`config.mk`:
```
export PLATFORM = sky130hd
export DESIGN_NAME = ingress_buf
export DESIGN_NICKNAME = d
export VERILOG_FILES = /design/src/rtl/ig_pkg.sv /design/src/rtl/ig_sync_fifo.sv /design/src/rtl/ingress_buf.sv
export SDC_FILE = /design/constraint.sdc
export NUM_CORES = 1
export LEC_CHECK = 0
export CAP_MARGIN = 10
export CORE_MARGIN = 2
export CORE_UTILIZATION = 59
export DETAILED_ROUTE_END_ITERATION = 8
export HOLD_SLACK_MARGIN = 0.05
export PLACE_DENSITY_LB_ADDON = 0.25
export SLEW_MARGIN = 20
export SYNTH_ARGS = -nofsm -noshare
export SYNTH_HDL_FRONTEND = slang
export SYNTH_SLANG_ARGS = --single-unit
```
`constraint.sdc`:
```
create_clock -name clk_i -period 6.1 [get_ports clk_i]
set_input_delay 1.22 -clock clk_i [delete_from_list [all_inputs] [get_ports clk_i]]
set_output_delay 1.22 -clock clk_i [all_outputs]
set_load 0.05 [all_outputs]
```
`src/rtl/ig_pkg.sv`:
```
// Shared definitions for the ingress buffer: request size codes, bridge size
// encodings, entry field widths and the per-lane write-data alignment helpers.
package ig_pkg;

  localparam logic [1:0] SZ_BYTE = 2'b00;
  localparam logic [1:0] SZ_HALF = 2'b01;
  localparam logic [1:0] SZ_WORD = 2'b10;

  localparam logic [1:0] ISZ_BYTE = 2'b01;
  localparam logic [1:0] ISZ_HALF = 2'b10;
  localparam logic [1:0] ISZ_WORD = 2'b00;

  // Entry layout, LSB first: data[DW], size code[2], addr[AW], wr[1]
  localparam int ENT_SZ_W = 2;
  localparam int ENT_WR_W = 1;

  function automatic logic [1:0] enc_size(input logic [1:0] sz);
    case (sz)
      SZ_BYTE: enc_size = ISZ_BYTE;
      SZ_HALF: enc_size = ISZ_HALF;
      default: enc_size = ISZ_WORD;
    endcase
  endfunction

  // Byte always shifts down; a half at offset 3 would straddle lanes, so it passes through.
  function automatic logic needs_align(input logic [1:0] sz, input logic [1:0] off);
    needs_align = (sz == SZ_BYTE) || ((sz == SZ_HALF) && (off != 2'd3));
  endfunction

  function automatic logic [31:0] align_lane(input logic [1:0] sz, input logic [1:0] off,
                                             input logic [31:0] lane);
    logic [31:0] shifted;
    shifted = lane >> {off, 3'b000};
    if (sz == SZ_BYTE) align_lane = {24'h0, shifted[7:0]};
    else               align_lane = {16'h0, shifted[15:0]};
  endfunction

endpackage

```
`src/rtl/ig_sync_fifo.sv`:
```
// Registered synchronous FIFO with full/empty/count; head entry is read
// directly from storage so it holds steady until popped.
module ig_sync_fifo #(
  parameter int WIDTH = 8,
  parameter int DEPTH = 4
) (
  input  logic                           clk_i,
  input  logic                           rst_n_i,
  input  logic                           push_i,
  input  logic [WIDTH-1:0]               din_i,
  input  logic                           pop_i,
  output logic [WIDTH-1:0]               dout_o,
  output logic                           full_o,
  output logic                           empty_o,
  output logic [$clog2(DEPTH+1)-1:0]     count_o
);

  localparam int PW = $clog2(DEPTH);
  localparam int CW = $clog2(DEPTH + 1);

  logic [WIDTH-1:0] mem_q [DEPTH];
  logic [PW-1:0]    wr_ptr_q, wr_ptr_d;
  logic [PW-1:0]    rd_ptr_q, rd_ptr_d;
  logic [CW-1:0]    count_q, count_d;
  logic             do_push, do_pop;

  assign full_o  = (count_q == CW'(DEPTH));
  assign empty_o = (count_q == '0);
  assign count_o = count_q;
  assign dout_o  = mem_q[rd_ptr_q];

  assign do_push = push_i && !full_o;
  assign do_pop  = pop_i && !empty_o;

  always_comb begin
    wr_ptr_d = wr_ptr_q;
    rd_ptr_d = rd_ptr_q;
    count_d  = count_q;
    if (do_push) wr_ptr_d = wr_ptr_q + PW'(1);
    if (do_pop)  rd_ptr_d = rd_ptr_q + PW'(1);
    case ({do_push, do_pop})
      2'b10:   count_d = count_q + CW'(1);
      2'b01:   count_d = count_q - CW'(1);
      default: count_d = count_q;
    endcase
  end

  always_ff @(posedge clk_i or negedge rst_n_i) begin
    if (!rst_n_i) begin
      wr_ptr_q <= '0;
      rd_ptr_q <= '0;
      count_q  <= '0;
      for (int i = 0; i < DEPTH; i++) mem_q[i] <= '0;
    end else begin
      wr_ptr_q <= wr_ptr_d;
      rd_ptr_q <= rd_ptr_d;
      count_q  <= count_d;
      if (do_push) mem_q[wr_ptr_q] <= din_i;
    end
  end

endmodule

```
`src/rtl/ingress_buf.sv`:
```
// Ingress port: aligns write data, queues requests towards the bridge,
// throttles reads on outstanding credit and registers read responses.
module ingress_buf
  import ig_pkg::*;
#(
  parameter int DW     = 32,
  parameter int AW     = 7,
  parameter int DEPTH  = 4,
  parameter int MAX_RD = 2
) (
  input  logic             clk_i,
  input  logic             rst_n_i,
  input  logic             valid_i,
  output logic             ready_o,
  input  logic             wr_rd_i,
  input  logic [AW-1:0]    addr_i,
  input  logic [1:0]       size_i,
  input  logic [DW-1:0]    wdata_i,
  output logic             rvalid_o,
  input  logic             rd_ready_i,
  output logic [DW-1:0]    rdata_o,
  output logic             int_valid_o,
  input  logic             int_ready_i,
  output logic             int_wr_o,
  output logic [1:0]       int_size_o,
  output logic [AW+DW-1:0] int_addr_data_o,
  input  logic             int_rvalid_i,
  output logic             int_rready_o,
  input  logic [DW-1:0]    int2ig_data_i,
  output logic [3:0]       rd_outstanding_o
);

  localparam int ENT_W    = ENT_WR_W + AW + ENT_SZ_W + DW;
  localparam int SZ_LSB   = DW;
  localparam int ADDR_LSB = DW + ENT_SZ_W;
  localparam int WR_BIT   = DW + ENT_SZ_W + AW;
  localparam int LANES    = DW / 32;
  localparam int CW       = $clog2(DEPTH + 1);

  logic [31:0]      lane_w;
  logic [DW-1:0]    aligned_w;
  logic [ENT_W-1:0] ent_in, ent_head;
  logic             fifo_full, fifo_empty;
  logic [CW-1:0]    fifo_count;
  logic             push, pop, push_rd, pop_rd, ret;
  logic             rd_credit_ok;
  logic [3:0]       rd_out_q, rd_out_d;
  logic [3:0]       rd_queued_q, rd_queued_d;
  logic             rvalid_q, rvalid_d;
  logic [DW-1:0]    rdata_q, rdata_d;

  if (LANES > 1) begin : g_lane_sel
    localparam int LSW = $clog2(LANES);
    assign lane_w = wdata_i[32*addr_i[LSW+1:2] +: 32];
  end else begin : g_lane_one
    assign lane_w = wdata_i[31:0];
  end

  always_comb begin
    aligned_w = wdata_i;
    if (needs_align(size_i, addr_i[1:0])) begin
      aligned_w       = '0;
      aligned_w[31:0] = align_lane(size_i, addr_i[1:0], lane_w);
    end
  end

  assign ent_in = {wr_rd_i, addr_i, enc_size(size_i), aligned_w};

  // Credit counts reads still queued, so a burst of reads cannot overrun MAX_RD
  assign rd_credit_ok = ({1'b0, rd_out_q} + {1'b0, rd_queued_q}) < 5'(MAX_RD);
  assign ready_o      = !fifo_full && (wr_rd_i || rd_credit_ok);

  assign push    = valid_i && ready_o;
  assign pop     = int_valid_o && int_ready_i;
  assign push_rd = push && !wr_rd_i;
  assign pop_rd  = pop && !int_wr_o;
  assign ret     = int_rvalid_i && int_rready_o;

  ig_sync_fifo #(
    .WIDTH (ENT_W),
    .DEPTH (DEPTH)
  ) u_fifo (
    .clk_i   (clk_i),
    .rst_n_i (rst_n_i),
    .push_i  (push),
    .din_i   (ent_in),
    .pop_i   (pop),
    .dout_o  (ent_head),
    .full_o  (fifo_full),
    .empty_o (fifo_empty),
    .count_o (fifo_count)
  );

  assign int_valid_o     = !fifo_empty;
  assign int_wr_o        = ent_head[WR_BIT];
  assign int_size_o      = ent_head[SZ_LSB +: ENT_SZ_W];
  assign int_addr_data_o = {ent_head[ADDR_LSB +: AW], ent_head[DW-1:0]};

  assign int_rready_o     = !rvalid_q || rd_ready_i;
  assign rvalid_o         = rvalid_q;
  assign rdata_o          = rdata_q;
  assign rd_outstanding_o = rd_out_q;

  always_comb begin
    rd_out_d    = rd_out_q;
    rd_queued_d = rd_queued_q;
    rvalid_d    = rvalid_q;
    rdata_d     = rdata_q;
    case ({pop_rd, ret})
      2'b10:   rd_out_d = rd_out_q + 4'd1;
      2'b01:   rd_out_d = rd_out_q - 4'd1;
      default: rd_out_d = rd_out_q;
    endcase
    case ({push_rd, pop_rd})
      2'b10:   rd_queued_d = rd_queued_q + 4'd1;
      2'b01:   rd_queued_d = rd_queued_q - 4'd1;
      default: rd_queued_d = rd_queued_q;
    endcase
    if (ret) begin
      rvalid_d = 1'b1;
      rdata_d  = int2ig_data_i;
    end else if (rd_ready_i) begin
      rvalid_d = 1'b0;
    end
  end

  always_ff @(posedge clk_i or negedge rst_n_i) begin
    if (!rst_n_i) begin
      rd_out_q    <= '0;
      rd_queued_q <= '0;
      rvalid_q    <= 1'b0;
      rdata_q     <= '0;
    end else begin
      rd_out_q    <= rd_out_d;
      rd_queued_q <= rd_queued_d;
      rvalid_q    <= rvalid_d;
      rdata_q     <= rdata_d;
    end
  end

  a_no_rd_underflow: assert property (@(posedge clk_i) disable iff (!rst_n_i)
    ret |-> (rd_out_q != 4'd0));

  a_count_bound: assert property (@(posedge clk_i) disable iff (!rst_n_i)
    fifo_count <= CW'(DEPTH));

endmodule

```
==> reports/qor.yml, run 1 <==
synth_edf_count: 0
layout_common_cells: "dfrtp_1 (214), clkdlybuf4s50_1 (159), mux2_4 (142)"
antenna_found_initial: 0
core_region_area_mm2: 0.0179
diodes: 0
crit-reg2reg-launch: "rd_outstanding_o[1]$_DFFE_PN0P_"
yosysSeqAreaShare_pct: 50.2
yosys.cell_types.count: 43
grt_start_max_net_pins: 102
drt-total-wl_um: 23500
ant_nets: 0
power_density_mw_per_mm2: 605
hp-class: "flip-flop to flip-flop"
ios: 162
htree_levels: 1
layout_commonest_cell: "dfrtp_1"
finalCritPeriodShare_pct: 74.8
ff2ff_setup_slack_ps: 2600
period_needed_ps: 4560
cts_root_buffer: "clkbuf_16"
clkLatencyLatePin_ps: 500
cts_max_path_buffers: 3
p_total_w: 0.00796
syn-num-nets: 767
firstDrtPassIters: 4
worst-r2r-cell-count: 12
cp_max_fo: 8
maxSlewHeadroom_pct: 40.5
min_from: "u_fifo.count_o[2]$_DFFE_PN0P_"
drive_gt1_share_pct: 36.8
cts_buffers: 23
dp.cells: 1027
synthArstFlopShare_pct: 100
wl_per_cell_um: 22.1
cts_tree: "built"
drt_first_iter_violations: 341
vias: 6256
maxCapViolCount: 0
post-route-util_pct: 73.5
yosys_register_bits: 216
min_to: "u_fifo.count_o[2]$_DFFE_PN0P_"
hold_violations: 0
nNetsFinal: 921
grt_overflow: 0
setup_viol_count_final: 0
numPortBuffers: 161
rows: 49
die_h_um: 139
grt_pass1_vias: 6956
cp_data_arrival_time_ps: 3340
cp-end-kind: "output port"
dp_slack_ps: 1570
routabilityCongestion: 1.03
min_path_cells: 1
run_status: "complete, no violations"
worstMarginPinSlew_ps: 893
area_growth_pct: 22.2
path_class: "input port to output port"
power_leakage_nw: 5.72
die_area_mm2: 0.0193
synthCells: 669
vdd_drop_max_mv: 0.643
track_usage_pct: 24.9
yosysWarnings: 0
start_util_pct: 60.1
synth_area_mm2: 0.0108
syn_area_per_cell_um2: 16.1
synth-main-ff-cell: "dfrtp_1"
hold_buffers: 0
path_clk_slew_ps: 60
worstSetupStartpointType: "input port"
grt_setup_unrepaired: "no"
instances_no_fill: 1064
cts_resized: 0
cts.sinks: 216
tns_ps: 0
hpwl_um: 15700
slew_violations: 0
worst_slack_ps: 1540
postCtsSetupRepairBufs: 0
rr_endpoint: "rd_queued_q[3]$_DFFE_PN0P_"
max_freq_ghz: 0.219
grt_pass1_wl_um: 38500
dieWidth_um: 139
vias_per_cell: 5.88
drc: 0
worst_clock_skew_ps: 14.0
critPathRequiredTime_ps: 4880
-- cells by family after synthesis --
kind of cell    count (synthesis)  synth area share (%)
simple gates                   66                  3.89
xor+xnor                       12                 0.977
buf+inv                        58                  3.29
compound gates                 44                  3.35
mux                           255                  35.9
fa+ha+maj                      18                  2.37
flops                         216                  50.2
-- synthesized netlist by cell type (7+ instances only) --
cell type | count | area (um^2)
dfrtp_1 | 216 | 5410
mux2_4 | 142 | 2130
mux2_2 | 59 | 664
mux4_2 | 42 | 946
nor2b_1 | 19 | 119
buf_6 | 16 | 180
nor2_1 | 16 | 60.1
inv_1 | 15 | 56.3
ha_1 | 14 | 175
clkbuf_1 | 12 | 45.0
mux2i_1 | 12 | 120
nand2_1 | 11 | 41.3
buf_2 | 10 | 50.1
a221oi_1 | 8 | 70.1
nand2b_1 | 8 | 50.1
o22ai_1 | 8 | 50.1
xnor2_1 | 8 | 70.1
a22oi_1 | 7 | 52.6
o2bb2ai_1 | 7 | 61.3
-- cell type report --
type / count / area (um^2)
Inverter: 16 / 60.1
Clock inverter: 7 / 60.1
Tap cell: 229 / 287
Sequential cell: 216 / 5410
Clock buffer: 30 / 652
Fill cell: 1091 / 4750
Timing Repair Buffer: 171 / 1690
Multi-Input combinational cell: 395 / 5000
-- sequential cells by signal, summed over array words and instances (netlist names) --
signal,cells
rd_queued_q,4
u_fifo.mem_q,168
rvalid_o,1
u_fifo.wr_ptr_q,2
rd_outstanding_o,4
rdata_o,32
u_fifo.count_o,3
u_fifo.rd_ptr_q,2
-- critical path, cell delays in order --
cell	delay (ps)
clkdlybuf4s50_1	610
or3_1	500
o211ai_4	210
nor2_1	80
clkdlybuf4s50_1	720
-- worst max-delay path by stage --
stage                                         start                  end  slack (ps)
global route         u_fifo.rd_ptr_q[0]$_DFFE_PN0P_  int_addr_data_o[32]        1410
CTS                  u_fifo.rd_ptr_q[0]$_DFFE_PN0P_  int_addr_data_o[32]        1530
global placement                            wr_rd_i              ready_o        1610
finish                                      wr_rd_i              ready_o        1540
floorplan           rd_outstanding_o[1]$_DFFE_PN0P_              ready_o        2340
detailed placement                          wr_rd_i              ready_o        1570
-- stage by stage --
step	cell area, um^2	hold WS (ps)
final	13200	495
after global routing	13200	515
after CTS	13200	497
after detailed placement	12400	487
after global placement	12400	470
after floorplan	10800	448
-- metal layers --
layer	share of wire (%)	global-route usage, %	vias to the layer above
li1	-	-	2739
met1	43	35.0	3269
met2	50	41.7	208
met3	5.1	3.52	40
met4	2.0	6.17	0
met5	0	0	-
-- power breakdown --
| group | internal [W] | switching [W] |
|---|---|---|
| clock network | 0.000786 | 0.000545 |
| registers | 0.00205 | 0.000432 |
| logic | 0.00201 | 0.00213 |
Note: power is estimated with default switching activity, not from simulation.
==> run 2, diff against run 1 <==
--- a/config.mk
+++ b/config.mk
@@ -7,7 +7,7 @@
 export LEC_CHECK = 0
 export CAP_MARGIN = 10
 export CORE_MARGIN = 2
-export CORE_UTILIZATION = 59
+export CORE_UTILIZATION = 49
 export DETAILED_ROUTE_END_ITERATION = 8
 export HOLD_SLACK_MARGIN = 0.05
 export PLACE_DENSITY_LB_ADDON = 0.25
==> constraint.sdc (replaced) <==
create_clock -name clk_i -period 4 [get_ports clk_i]
set_input_delay 0.8 -clock clk_i [delete_from_list [all_inputs] [get_ports clk_i]]
set_output_delay 0.8 -clock clk_i [all_outputs]
set_load 0.05 [all_outputs]
==> run 2 against run 1 <==
  * Via count is 0.13% lower
  * Clock power up 63%
  * Sequential power grew 52%
  * Core utilization down 12 points
  * Largest cell class unchanged
  * Cell area rose by 2.0%
  * First-iteration DRC count decreased by 19%
  * Die area is 20% higher
  * Clock skew increased by 2.1 ps
  * Flip-flop and latch count unchanged
  * Final cell count grew 5.6%
  * Count of clock-buffer cells in the layout rose by 4
  * Register-to-register slack got worse by 2000 ps
==> reports/qor.yml, run 2 (synthesized netlist as in run 1, its figures left out) <==
run_status: "complete, no violations"
area_growth_pct: 24.7
largest_register: "u_fifo.mem_q"
drive_gt1_share_pct: 37.2  # +0.44 points
drt-total-wl_um: 24600  # +4.7%
vias: 6248  # -0.13%
crit-reg2reg-launch: "rd_outstanding_o[1]$_DFFE_PN0P_"
diodes: 0  # unchanged
critPathRequiredTime_ps: 3200  # -1680 ps
ios: 162  # unchanged
largest_register_ffs: 168  # unchanged
grt_overflow: 0  # unchanged
finalCritPeriodShare_pct: 94.9
tns_ps: 0  # unchanged
crit_path_top_delay_cell: "clkdlybuf4s50_1"
max_freq_ghz: 0.263
fill_cells: 1581  # +45%
vdd_drop_max_mv: 0.614  # -4.5%
maxCapViolCount: 0  # unchanged
drc: 0  # unchanged
multi_input_comb_area_mm2: 0.00500  # unchanged
period_needed_ps: 3800
vias_per_cell: 5.56  # -5.5%
hp-class: "input port to async pin"
wl_per_cell_um: 21.9  # -0.85%
cp_top_family: "buffers and inverters"
slew_violations: 0  # unchanged
cts_buffers: 24  # +4.3%
worst-r2r-cell-count: 12  # unchanged
ff2ff_setup_slack_ps: 600  # -2000 ps
cpPeakStageDelay_ps: 820  # +100 ps
post-route-util_pct: 61.9  # -12 points
rr_endpoint: "rd_queued_q[3]$_DFFE_PN0P_"
firstDrtPassIters: 4  # unchanged
grt_pass1_vias: 7116  # +2.3%
nNetsFinal: 927  # +0.65%
cp-startpoint: "rd_outstanding_o[1]$_DFFE_PN0P_"
path_clk_slew_ps: 50  # about the same
clkLatencyLatePin_ps: 510  # about the same
die_area_mm2: 0.0232  # +20%
cp_data_arrival_time_ps: 3000  # -340 ps
worstMarginPinSlew_ps: 785  # -108 ps
hold_violations: 0  # unchanged
numPortBuffers: 161  # unchanged
drt_first_iter_violations: 275  # -19%
worst_clock_skew_ps: 16.2  # +2.14 ps
die_h_um: 152  # +9.4%
grt_setup_unrepaired: "no"
track_usage_pct: 21.4  # -3.5 points
grt_pass1_wl_um: 39900  # +3.6%
cp_max_fo: 6  # -2
crit_buf_inv: 2  # unchanged
ant_nets: 0  # unchanged
antenna_found_initial: 0  # unchanged
cts_root_buffer: "clkbuf_16"
worst_hold_slack_ps: 384  # -110 ps
setup_viol_count_final: 0  # unchanged
routabilityCongestion: 0.839  # -19%
maxSlewHeadroom_pct: 47.7  # +7.2 points
htree_levels: 1  # unchanged
regArea_mm2: 0.00541  # unchanged
dieWidth_um: 152  # +9.4%
worstSetupStartpointType: "flip-flop"
postCtsSetupRepairBufs: 0  # unchanged
hold_buffers: 0  # unchanged
cts_resized: 0  # unchanged
core_region_area_mm2: 0.0217  # +21%
grt_start_max_net_pins: 98  # -3.9%
worstPathCellList: "inv_1, fa_1, nor4b_2, o211ai_4, nor2_1, clkdlybuf4s50_1"
cts_tree: "built"
rows: 54  # +10%
layout_common_cells: "dfrtp_1 (214), clkdlybuf4s50_1 (160), mux2_4 (142)"
hpwl_um: 16300  # +3.6%
layout_commonest_cell: "dfrtp_1"
power_density_mw_per_mm2: 922  # +52%
path_class: "flip-flop to output port"
cp-end-kind: "output port"
cts.sinks: 216  # unchanged
p_total_w: 0.0124  # +55%
power_leakage_nw: 5.81  # +1.5%
cts_max_path_buffers: 3  # unchanged
start_util_pct: 49.6  # -10 points
run 2: changes by cell type in the layout (fill, tap and decap cells not counted), sizes merged:
cell and change:
buf +4, clkbuf +4, clkdlybuf4s50 +1
run 2: per-layer routing:
metal,GRT usage (%),routed length (um)
met5,0,0
met4,5.61,491
met3,2.79,681
met2,36.9,12600
met1,28.8,10800
run 2: worst max path at each step:
stage / cells after the start / endpoint
6_report: 6 / ready_o
3_5_place_dp: 11 / rd_queued_q[3]$_DFFE_PN0P_
2_1_floorplan: 12 / rd_queued_q[3]$_DFFE_PN0P_
5_1_grt: 6 / ready_o
3_3_place_gp: 5 / ready_o
4_1_cts: 6 / ready_o
run 2: area by class of cell:
class | count | share of cell area, %
clock inverters | 7 | 0.448
multi-input cells | 395 | 37.3
repair buffers | 176 | 13.5
flip-flops and latches | 216 | 40.3
inverters | 16 | 0.448
clock buffers | 34 | 5.36
well taps | 280 | 2.61
run 2: per-stage QoR:
stage          cells  cell area [um^2]  worst slack, ps
4_1_cts         1124             13400              147
6_report        1124             13400              204
2_1_floorplan    669             10800              501
5_1_grt         1124             13400             39.7
3_3_place_gp    1083             12600              330
3_5_place_dp    1083             12600              213
run 2: report_power, final:
| part | switching [W] | internal (W) |
|---|---|---|
| sequential | 0.000645 | 0.00313 |
| clock | 0.000863 | 0.00131 |
| combinational | 0.00329 | 0.00313 |
| total | 0.00480 | 0.00757 |
